`src/rtl/error_response_decoder_if.sv`:
```
// Byte-stream receive channel for the error response decoder.
// The master presents bytes with valid/last; the slave answers with ready.
interface error_response_decoder_if;
  logic [7:0] rx_byte;
  logic       rx_valid;
  logic       rx_last;
  logic       rx_ready;

  modport master (output rx_byte, output rx_valid, output rx_last, input  rx_ready);
  modport slave  (input  rx_byte, input  rx_valid, input  rx_last, output rx_ready);
endinterface

```
`src/rtl/error_response_decoder.sv`:
```
// Decodes a 4-byte response header (version, command, param1, param2) and
// classifies it as an error response, a malformed message or a timeout.
module error_response_decoder #(
  parameter logic [7:0] PROTOCOL_VERSION = 8'h01,
  parameter logic [7:0] ERROR_RESP_CMD   = 8'h7F,
  parameter int         TIMEOUT_CYCLES   = 1000
) (
  input  logic                   clk,
  input  logic                   reset,
  input  logic                   Enable,
  error_response_decoder_if.slave rx,
  output logic                   decode_valid,
  output logic                   is_error_resp,
  output logic                   malformed,
  output logic                   timeout,
  output logic                   Error_Invalid_Request,
  output logic                   Error_Unsupported_Protocol,
  output logic                   Error_Busy,
  output logic                   Error_Unspecified,
  output logic                   Error_Unknown_Code,
  output logic [7:0]             param1,
  output logic [7:0]             param2
);

  localparam int CNT_W = (TIMEOUT_CYCLES > 1) ? $clog2(TIMEOUT_CYCLES) : 1;
  localparam logic [CNT_W-1:0] CNT_LAST = CNT_W'(TIMEOUT_CYCLES - 1);

  typedef enum logic [2:0] {IDLE, B1, B2, B3, DRAIN, REPORT} state_t;

  state_t           state, next_state;
  logic [CNT_W-1:0] idle_cnt, cnt_next;

  // Per-message capture; reinitialised by the first byte of every message.
  logic       ver_bad_q, ver_bad_d;
  logic       not_err_q, not_err_d;
  logic       payload_q, payload_d;
  logic [7:0] p1_q, p1_d;
  logic [7:0] p2_q, p2_d;

  logic       ready, accept, in_msg, timeout_hit;
  logic       short_msg, to_evt, hdr_done, report_go;
  logic       res_malformed, res_is_err;
  logic [4:0] res_err, err_q;

  // Held low while reset is asserted so no byte appears taken during reset.
  assign ready       = Enable && !reset && (state != REPORT);
  assign rx.rx_ready = ready;
  assign accept      = rx.rx_valid && ready;
  assign in_msg      = state inside {B1, B2, B3, DRAIN};
  assign timeout_hit = (idle_cnt == CNT_LAST);

  // NOTE: every signal gets a default at the top of the block, so no path
  // through the case statements can leave it unassigned and infer a latch.
  always_comb begin
    next_state = state;
    ver_bad_d  = ver_bad_q;
    not_err_d  = not_err_q;
    payload_d  = payload_q;
    p1_d       = p1_q;
    p2_d       = p2_q;
    short_msg  = 1'b0;
    to_evt     = 1'b0;
    hdr_done   = 1'b0;

    if (accept) begin
      case (state)
        IDLE: begin
          ver_bad_d = (rx.rx_byte != PROTOCOL_VERSION);
          not_err_d = 1'b1;
          payload_d = 1'b0;
          p1_d      = 8'h00;
          p2_d      = 8'h00;
        end
        B1:      not_err_d = (rx.rx_byte != ERROR_RESP_CMD);
        B2:      p1_d      = rx.rx_byte;
        B3:      p2_d      = rx.rx_byte;
        default: ;
      endcase
    end

    if (!Enable) begin
      next_state = IDLE;
    end else begin
      case (state)
        IDLE: begin
          if (accept) begin
            next_state = rx.rx_last ? REPORT : B1;
            short_msg  = rx.rx_last;
          end
        end
        B1, B2: begin
          if (accept) begin
            next_state = rx.rx_last ? REPORT : ((state == B1) ? B2 : B3);
            short_msg  = rx.rx_last;
          end else if (timeout_hit) begin
            next_state = REPORT;
            to_evt     = 1'b1;
          end
        end
        B3: begin
          if (accept) begin
            hdr_done = rx.rx_last;
            if (rx.rx_last) begin
              next_state = REPORT;
            end else begin
              next_state = DRAIN;
              payload_d  = 1'b1;
            end
          end else if (timeout_hit) begin
            next_state = REPORT;
            to_evt     = 1'b1;
          end
        end
        DRAIN: begin
          if (accept) begin
            if (rx.rx_last) begin
              next_state = REPORT;
              hdr_done   = 1'b1;
            end
          end else if (timeout_hit) begin
            next_state = REPORT;
            to_evt     = 1'b1;
            hdr_done   = 1'b1;
          end
        end
        REPORT:  next_state = IDLE;
        default: next_state = IDLE;
      endcase
    end

    report_go     = (next_state == REPORT);
    res_malformed = short_msg || to_evt || ver_bad_d || payload_d;
    res_is_err    = hdr_done && !res_malformed && !not_err_d;

    res_err = 5'b00000;
    if (res_is_err) begin
      case (p1_d)
        8'h01:   res_err = 5'b10000;
        8'h02:   res_err = 5'b01000;
        8'h03:   res_err = 5'b00100;
        8'h04:   res_err = 5'b00010;
        default: res_err = 5'b00001;
      endcase
    end

    cnt_next = (Enable && in_msg && !accept && (next_state == state))
             ? idle_cnt + CNT_W'(1) : '0;
  end

  // NOTE: state is updated with non-blocking assignments so every register
  // samples the pre-edge values, independent of statement order.
  always_ff @(posedge clk) begin
    if (reset) begin
      state         <= IDLE;
      idle_cnt      <= '0;
      ver_bad_q     <= 1'b0;
      not_err_q     <= 1'b0;
      payload_q     <= 1'b0;
      p1_q          <= 8'h00;
      p2_q          <= 8'h00;
      is_error_resp <= 1'b0;
      malformed     <= 1'b0;
      timeout       <= 1'b0;
      err_q         <= 5'b00000;
      param1        <= 8'h00;
      param2        <= 8'h00;
    end else begin
      state     <= next_state;
      idle_cnt  <= cnt_next;
      ver_bad_q <= ver_bad_d;
      not_err_q <= not_err_d;
      payload_q <= payload_d;
      p1_q      <= p1_d;
      p2_q      <= p2_d;
      if (report_go) begin
        is_error_resp <= res_is_err;
        malformed     <= res_malformed;
        timeout       <= to_evt;
        err_q         <= res_err;
        param1        <= p1_d;
        param2        <= p2_d;
      end
    end
  end

  assign decode_valid               = (state == REPORT);
  assign Error_Invalid_Request      = err_q[4];
  assign Error_Unsupported_Protocol = err_q[3];
  assign Error_Busy                 = err_q[2];
  assign Error_Unspecified          = err_q[1];
  assign Error_Unknown_Code         = err_q[0];

endmodule

```
`src/flat_wrapper.sv`:
```
// flat-port wrapper written by rule: the top's interface ports become plain ports
module error_response_decoder_flat 
#(
  parameter logic [7:0] PROTOCOL_VERSION = 8'h01,
  parameter logic [7:0] ERROR_RESP_CMD   = 8'h7F,
  parameter int         TIMEOUT_CYCLES   = 1000
)
  (clk, reset, Enable, decode_valid, is_error_resp, malformed, timeout, Error_Invalid_Request, Error_Unsupported_Protocol, Error_Busy, Error_Unspecified, Error_Unknown_Code, param1, param2, rx_rx_byte, rx_rx_valid, rx_rx_last, rx_rx_ready);
  error_response_decoder_if rx_i ();
  input  logic clk;
  input  logic reset;
  input  logic Enable;
  output logic decode_valid;
  output logic is_error_resp;
  output logic malformed;
  output logic timeout;
  output logic Error_Invalid_Request;
  output logic Error_Unsupported_Protocol;
  output logic Error_Busy;
  output logic Error_Unspecified;
  output logic Error_Unknown_Code;
  output logic [7:0] param1;
  output logic [7:0] param2;
  input wire logic [$bits(rx_i.rx_byte)-1:0] rx_rx_byte;
  input wire logic [$bits(rx_i.rx_valid)-1:0] rx_rx_valid;
  input wire logic [$bits(rx_i.rx_last)-1:0] rx_rx_last;
  output wire logic [$bits(rx_i.rx_ready)-1:0] rx_rx_ready;
  assign rx_i.rx_byte = rx_rx_byte;
  assign rx_i.rx_valid = rx_rx_valid;
  assign rx_i.rx_last = rx_rx_last;
  assign rx_rx_ready = rx_i.rx_ready;
  error_response_decoder #(.PROTOCOL_VERSION(PROTOCOL_VERSION), .ERROR_RESP_CMD(ERROR_RESP_CMD), .TIMEOUT_CYCLES(TIMEOUT_CYCLES)) u_core (.clk(clk), .reset(reset), .Enable(Enable), .rx(rx_i), .decode_valid(decode_valid), .is_error_resp(is_error_resp), .malformed(malformed), .timeout(timeout), .Error_Invalid_Request(Error_Invalid_Request), .Error_Unsupported_Protocol(Error_Unsupported_Protocol), .Error_Busy(Error_Busy), .Error_Unspecified(Error_Unspecified), .Error_Unknown_Code(Error_Unknown_Code), .param1(param1), .param2(param2));
endmodule
```
`config.mk`:
```
export PLATFORM = sky130hd
export DESIGN_NAME = error_response_decoder_flat
export DESIGN_NICKNAME = d
export VERILOG_FILES = /design/src/rtl/error_response_decoder_if.sv /design/src/rtl/error_response_decoder.sv /design/src/flat_wrapper.sv
export SDC_FILE = /design/constraint.sdc
export NUM_CORES = 1
export LEC_CHECK = 0
export CAP_MARGIN = 30
export CORE_UTILIZATION = 40
export DETAILED_ROUTE_END_ITERATION = 10
export GPL_ROUTABILITY_DRIVEN = 0
export PLACE_DENSITY = 0.72
export SYNTH_ARGS = -nofsm -noshare
export SYNTH_HDL_FRONTEND = slang
export SYNTH_SLANG_ARGS = --single-unit
export TNS_END_PERCENT = 100
```
`constraint.sdc`:
```
create_clock -name clk -period 2.54 [get_ports clk]
set_clock_uncertainty 0.2 [all_clocks]
set_input_delay 0.762 -clock clk [delete_from_list [all_inputs] [get_ports clk]]
set_output_delay 0.762 -clock clk [all_outputs]
set_load 0.05 [all_outputs]
```
### Yosys cells after proc, flatten, opt, wreduce, memory -nomap -nowiden

Index checks and enable logic that the tools add are counted.
W data, S select, Z words.

* bitwise gates (word level): 1
* $add $sub $neg: 1
* equal/unequal tests: 15
* reduce and logical (&&, ||, !) cells: 21
* multiplexer cells: 39

Operators by type and width (number)
* $pmux W8 S2: 2
* $mux W3: 9
* $mux W1: 21
* $pmux W5 S4: 1
* $eq A8 B2 Y1 const B: 2
* $mux W8: 2
* $pmux W3 S4: 1
* $add A10 B1 Y10 const B: 1
* $eq A10 B10 Y1 const B: 1
* $eq A3 B3 Y1 const B: 3
* $eq A8 B1 Y1 const B: 1
* $eq A8 B3 Y1 const B: 1
* $logic_and A1 B1 Y1: 8
* $ne A8 B1 Y1 const B: 1
* $ne A8 B7 Y1 const B: 1
* $eq A3 B2 Y1 const B: 2
* $mux W5: 1
* $logic_not A1 Y1: 4
* $pmux W1 S2: 2
* $reduce_bool A4 Y1: 1
* $reduce_or A2 Y1: 2
* $reduce_or A4 Y1: 1
* $eq A3 B1 Y1 const B: 1
* $eq A3 B3 Y1: 1
* 5 further kinds: 7

* input port bits: 13
* register bits after elaboration: 56
* logic and storage cells: 90
* output and inout bits: 26

### Longest topological paths before layout

* word-level depth: 14
* depth in mapped cells: 8
* mapped depth without buffers: 7

### Worst setup path before layout

OpenSTA, ideal clock, no wires.

* kind: input port to output port
* from: in reset
* to: out rx_rx_ready
* required time: 1.578 ns
* path buffers: 1
* stages on the path: 3
* arrival: 1.845 ns
* path slack: -0.267 ns
* cell sequence: clkbuf_1 > or2b_1 > nor2_1

* cells in the longest elaborated chain, start to end: 3

Ends and longest elaborated chain
* start: declaration: RTL line flat_wrapper.sv:11 `input logic reset;`
* $logic_not A1 Y1: RTL line error_response_decoder.sv:46 `assign ready = Enable && !reset && (state != REPORT);`
* $logic_and A1 B1 Y1 (2 in series): RTL line error_response_decoder.sv:46
* end: declaration: RTL line flat_wrapper.sv:27 `output wire logic [$bits(rx_i.rx_ready)-1:0] rx_rx_ready;`

No other way between the ends.

### Worst setup path after layout

Same ends and word-level chain as after synthesis.

==> summary.md <==
| Metric | Value |
|---|---|
| # diodes | `0` |
| Pre-antenna DRT Iters | `4` |
| CTS tree | `yes` |
| Critical Path Sink Type | `output port` |
| WS Path Type | `input port to output port` |
| Cell family with most CP delay | `buffers and inverters` |
| Filler Cell Count | `544` |
| Clock Tree Buf Depth | `2` |
| H-Tree Depth | `2` |
| Site Rows | `28` |
| Global-route wire length before repair | `10.3 mm` |
| Register area | `1120 um^2` |
| Netlist cell types | `61` |
| NumNets Final | `389` |
| Critical Path AT | `roughly 1.5 ns` |
| Crit-path max cell delay | `0.27 ns` |
| Routed WL | `6.36 mm` |
| Hold_ws | `0.265 ns` |
| Min-Delay Path Class | `register to register` |
| WL/cell | `14.1 um` |
| Yosys Warn Count | `0` |
| Commonest non-fill, non-tap cells in the layout | `dfxtp_1 (56), buf_4 (49), nor2_1 (36), clkdlybuf4s50_1 (25), nand2_1 (19)` |
| EDFF count, synth | `0` |
| Area of the multi-input gates | `around 1400 um^2` |
| Vias | `2394` |
| CP max stage cell | `or2b_4` |
| Reg clk slew, reported paths | `~0.10 ns` |
| Largest fanout on the critical path | `6` |
| Hold Violations, Final | `0` |
| Congestion Overflow GR | `0` |
| Syn Std Cell Area | `2590 um^2` |
| Seq cells post-synth | `56` |
| Final setup TNS | `0 ns` |
| Met3 WL | `around 280 um` |
| Worst Path Required | `1.58 ns` |
| Tmin final | `between 2 and 3 ns` |
| Fmax | `399 MHz` |
| Sequential area share after synthesis | `between 40 and 50%` |
| Largest net degree at the start of global routing | `26` |
| Via/cell ratio | `5.32` |
| I/O pin total | `39` |
| Chip height | `82.5 um` |
| Max layer used | `met4` |
| Num CTS Buffers | `5` |
| Area Growth Syn to Fin | `38.9%` |
| Max-cap check violation count | `0` |
| Post-route DRC | `0` |
| PD cells | `between 400 and 500 nW/um^2` |
| Slew Limit Fails | `0` |
| Share of the synthesized area in the top cell type | `43.3%` |
| Initial antenna violation count | `0` |
| Most common flop cell mapped by yosys | `dfxtp_1` |
| Avg Synthesized Cell Area | `approximately 8.9 um^2` |
| Post-CTS Hold Buffers | `0` |
| Final antenna-violating net count | `0` |
| Core Area | `roughly 6100 um^2` |
| Clk root buf | `clkbuf_8` |
| Worst vdd ir | `0.277 mV` |
| Layout cell share with drive strength beyond 1 | `a little over a quarter` |
| DR WL met2 | `3.13 mm` |
| Post-synth ARST share | `0%` |
| Leading post-synthesis cells by cell area | `dfxtp_1 (43%), nor2_1 (5.6%), a21oi_1 (2.9%), nand2_1 (2.8%), xnor2_1 (2.7%)` |
| Commonest non-fill, non-tap cell in the layout | `dfxtp_1` |
| Vias in the first global route | `2300` |
| Placed instance area | `3340 um^2` |
| Tightest Pin Transition | `0.517 ns` |
| Clk sinks | `56` |
| Mapped Cells | `291` |
| IO Port Bufs | `38` |
| Post-route cell area | `3600 um^2` |
| Slew headroom | `65.5%` |
| Area leader, netlist | `dfxtp_1` |
| Starting Density | `42.5%` |
| Die W | `82.5 um` |
| Crit path buffers/inverters | `3` |
| FF-to-FF setup slack | `0.14 ns` |
| Die area | `6800 um^2` |
| Synthesized Nets | `305` |
| DP HPWL | `4.54 mm` |
| Fin crit share | `98.7%` |
| Crit path cell chain | `buf_2, buf_6, or2b_4, nor2_4, buf_12` |
| Fin worst setup slack | `around 0.034 ns` |
| Final setup vio count | `0` |
| Worst slack, placed | `-0.628 ns` |
| Nature of the critical path startpoint | `input port` |
| Status | `finished, final reports clean` |
| Worst-skew pair later-pin latency | `0.31 ns` |
| DRT iter0 DRCs | `116` |
| GRT Util Overall | `20.2%` |
| Leakage | `1.42 nW` |
| Met1 Wirelength | `2.80 mm` |
worst reg2reg max path, delay by kind of cell (launching register included):
family	cells	cell delay (ns)
flip-flops	1	0.59
AND/OR/NAND/NOR	5	1.36
AO/OA/AOI/OAI	1	0.18
worst paths after layout:
path,to,from,cells after the start
setup / recovery,rx_rx_ready,reset,5
hold / removal,u_core.param2[7],u_core.param2[7],2
setup reg to reg,u_core.err_q[2],u_core.state[0],6
hold reg to reg,u_core.param2[7],u_core.param2[7],2
per-stage QoR:
stage               std cells  utilization [%]  power (mW)
floorplan                 291                -       0.962
global placement          432             54.8        1.04
detailed placement        432             54.8        1.04
CTS                       449             58.4        1.71
global route              450             59.1        1.76
finish                    450             59.1        1.70
sequential cells by signal, summed over array words and instances, names as in the netlist:
register              count
u_core.is_error_resp      1
u_core.not_err_q          1
u_core.payload_q          1
u_core.param1             8
u_core.state              3
u_core.malformed          1
u_core.ver_bad_q          1
u_core.p1_q               8
u_core.p2_q               8
u_core.err_q              5
u_core.idle_cnt          10
u_core.timeout            1
u_core.param2             8
power by group:
group | switching [mW] | internal [mW]
Combinational | 0.0745 | 0.0711
Sequential | 0.00277 | 0.880
Clock | 0.279 | 0.388
Total | 0.357 | 1.34
what timing repair did:
item                                   4_1_cts  5_1_grt
setup buffers                                9        1
resized for setup                           39        9
setup endpoints to repair                   35       10
endpoints found under the hold margin        0        0
pin swaps                                    9        4
gates cloned                                 1        0
layout make-up:
class                   count  area share [%]
clock buffers               5            1.91
flip-flops and latches     56            31.1
inverters                   7           0.730
repair buffers             93            22.3
well taps                  75            2.61
multi-input cells         212            39.6
clock inverters             2            1.67
cells in the mapped netlist, drive strengths merged, types with 2 or more instances:
cell type / number
a21o: 9
a21oi: 15
a22oi: 8
and2: 2
and3: 8
buf: 9
clkbuf: 7
dfxtp: 56
inv: 7
nand2: 19
nand2b: 11
nand3: 13
nand3b: 6
nand4: 3
nor2: 40
nor3: 7
nor3b: 7
nor4: 5
o21ai: 14
o2bb2ai: 2
o31ai: 4
or2: 2
or3b: 3
or4: 3
or4b: 2
xnor2: 8
xor2: 3
routing by layer:
metal,up-vias,GRT usage [%]
met4,0,9.30
met3,14,4.84
met2,59,34.5
li1,1191,-
met5,-,0
met1,1130,23.7
logic make-up after synthesis:
kind of cell               synth area share [%]
xor gates and xnor gates                   3.72
DFF                                        43.3
AOI/OAI and AO/OA                          16.5
adders and majority gates                 0.483
buffers and inverters                      4.59
and+or+nand+nor                            31.4
Note: power is estimated with default switching activity, not from simulation.
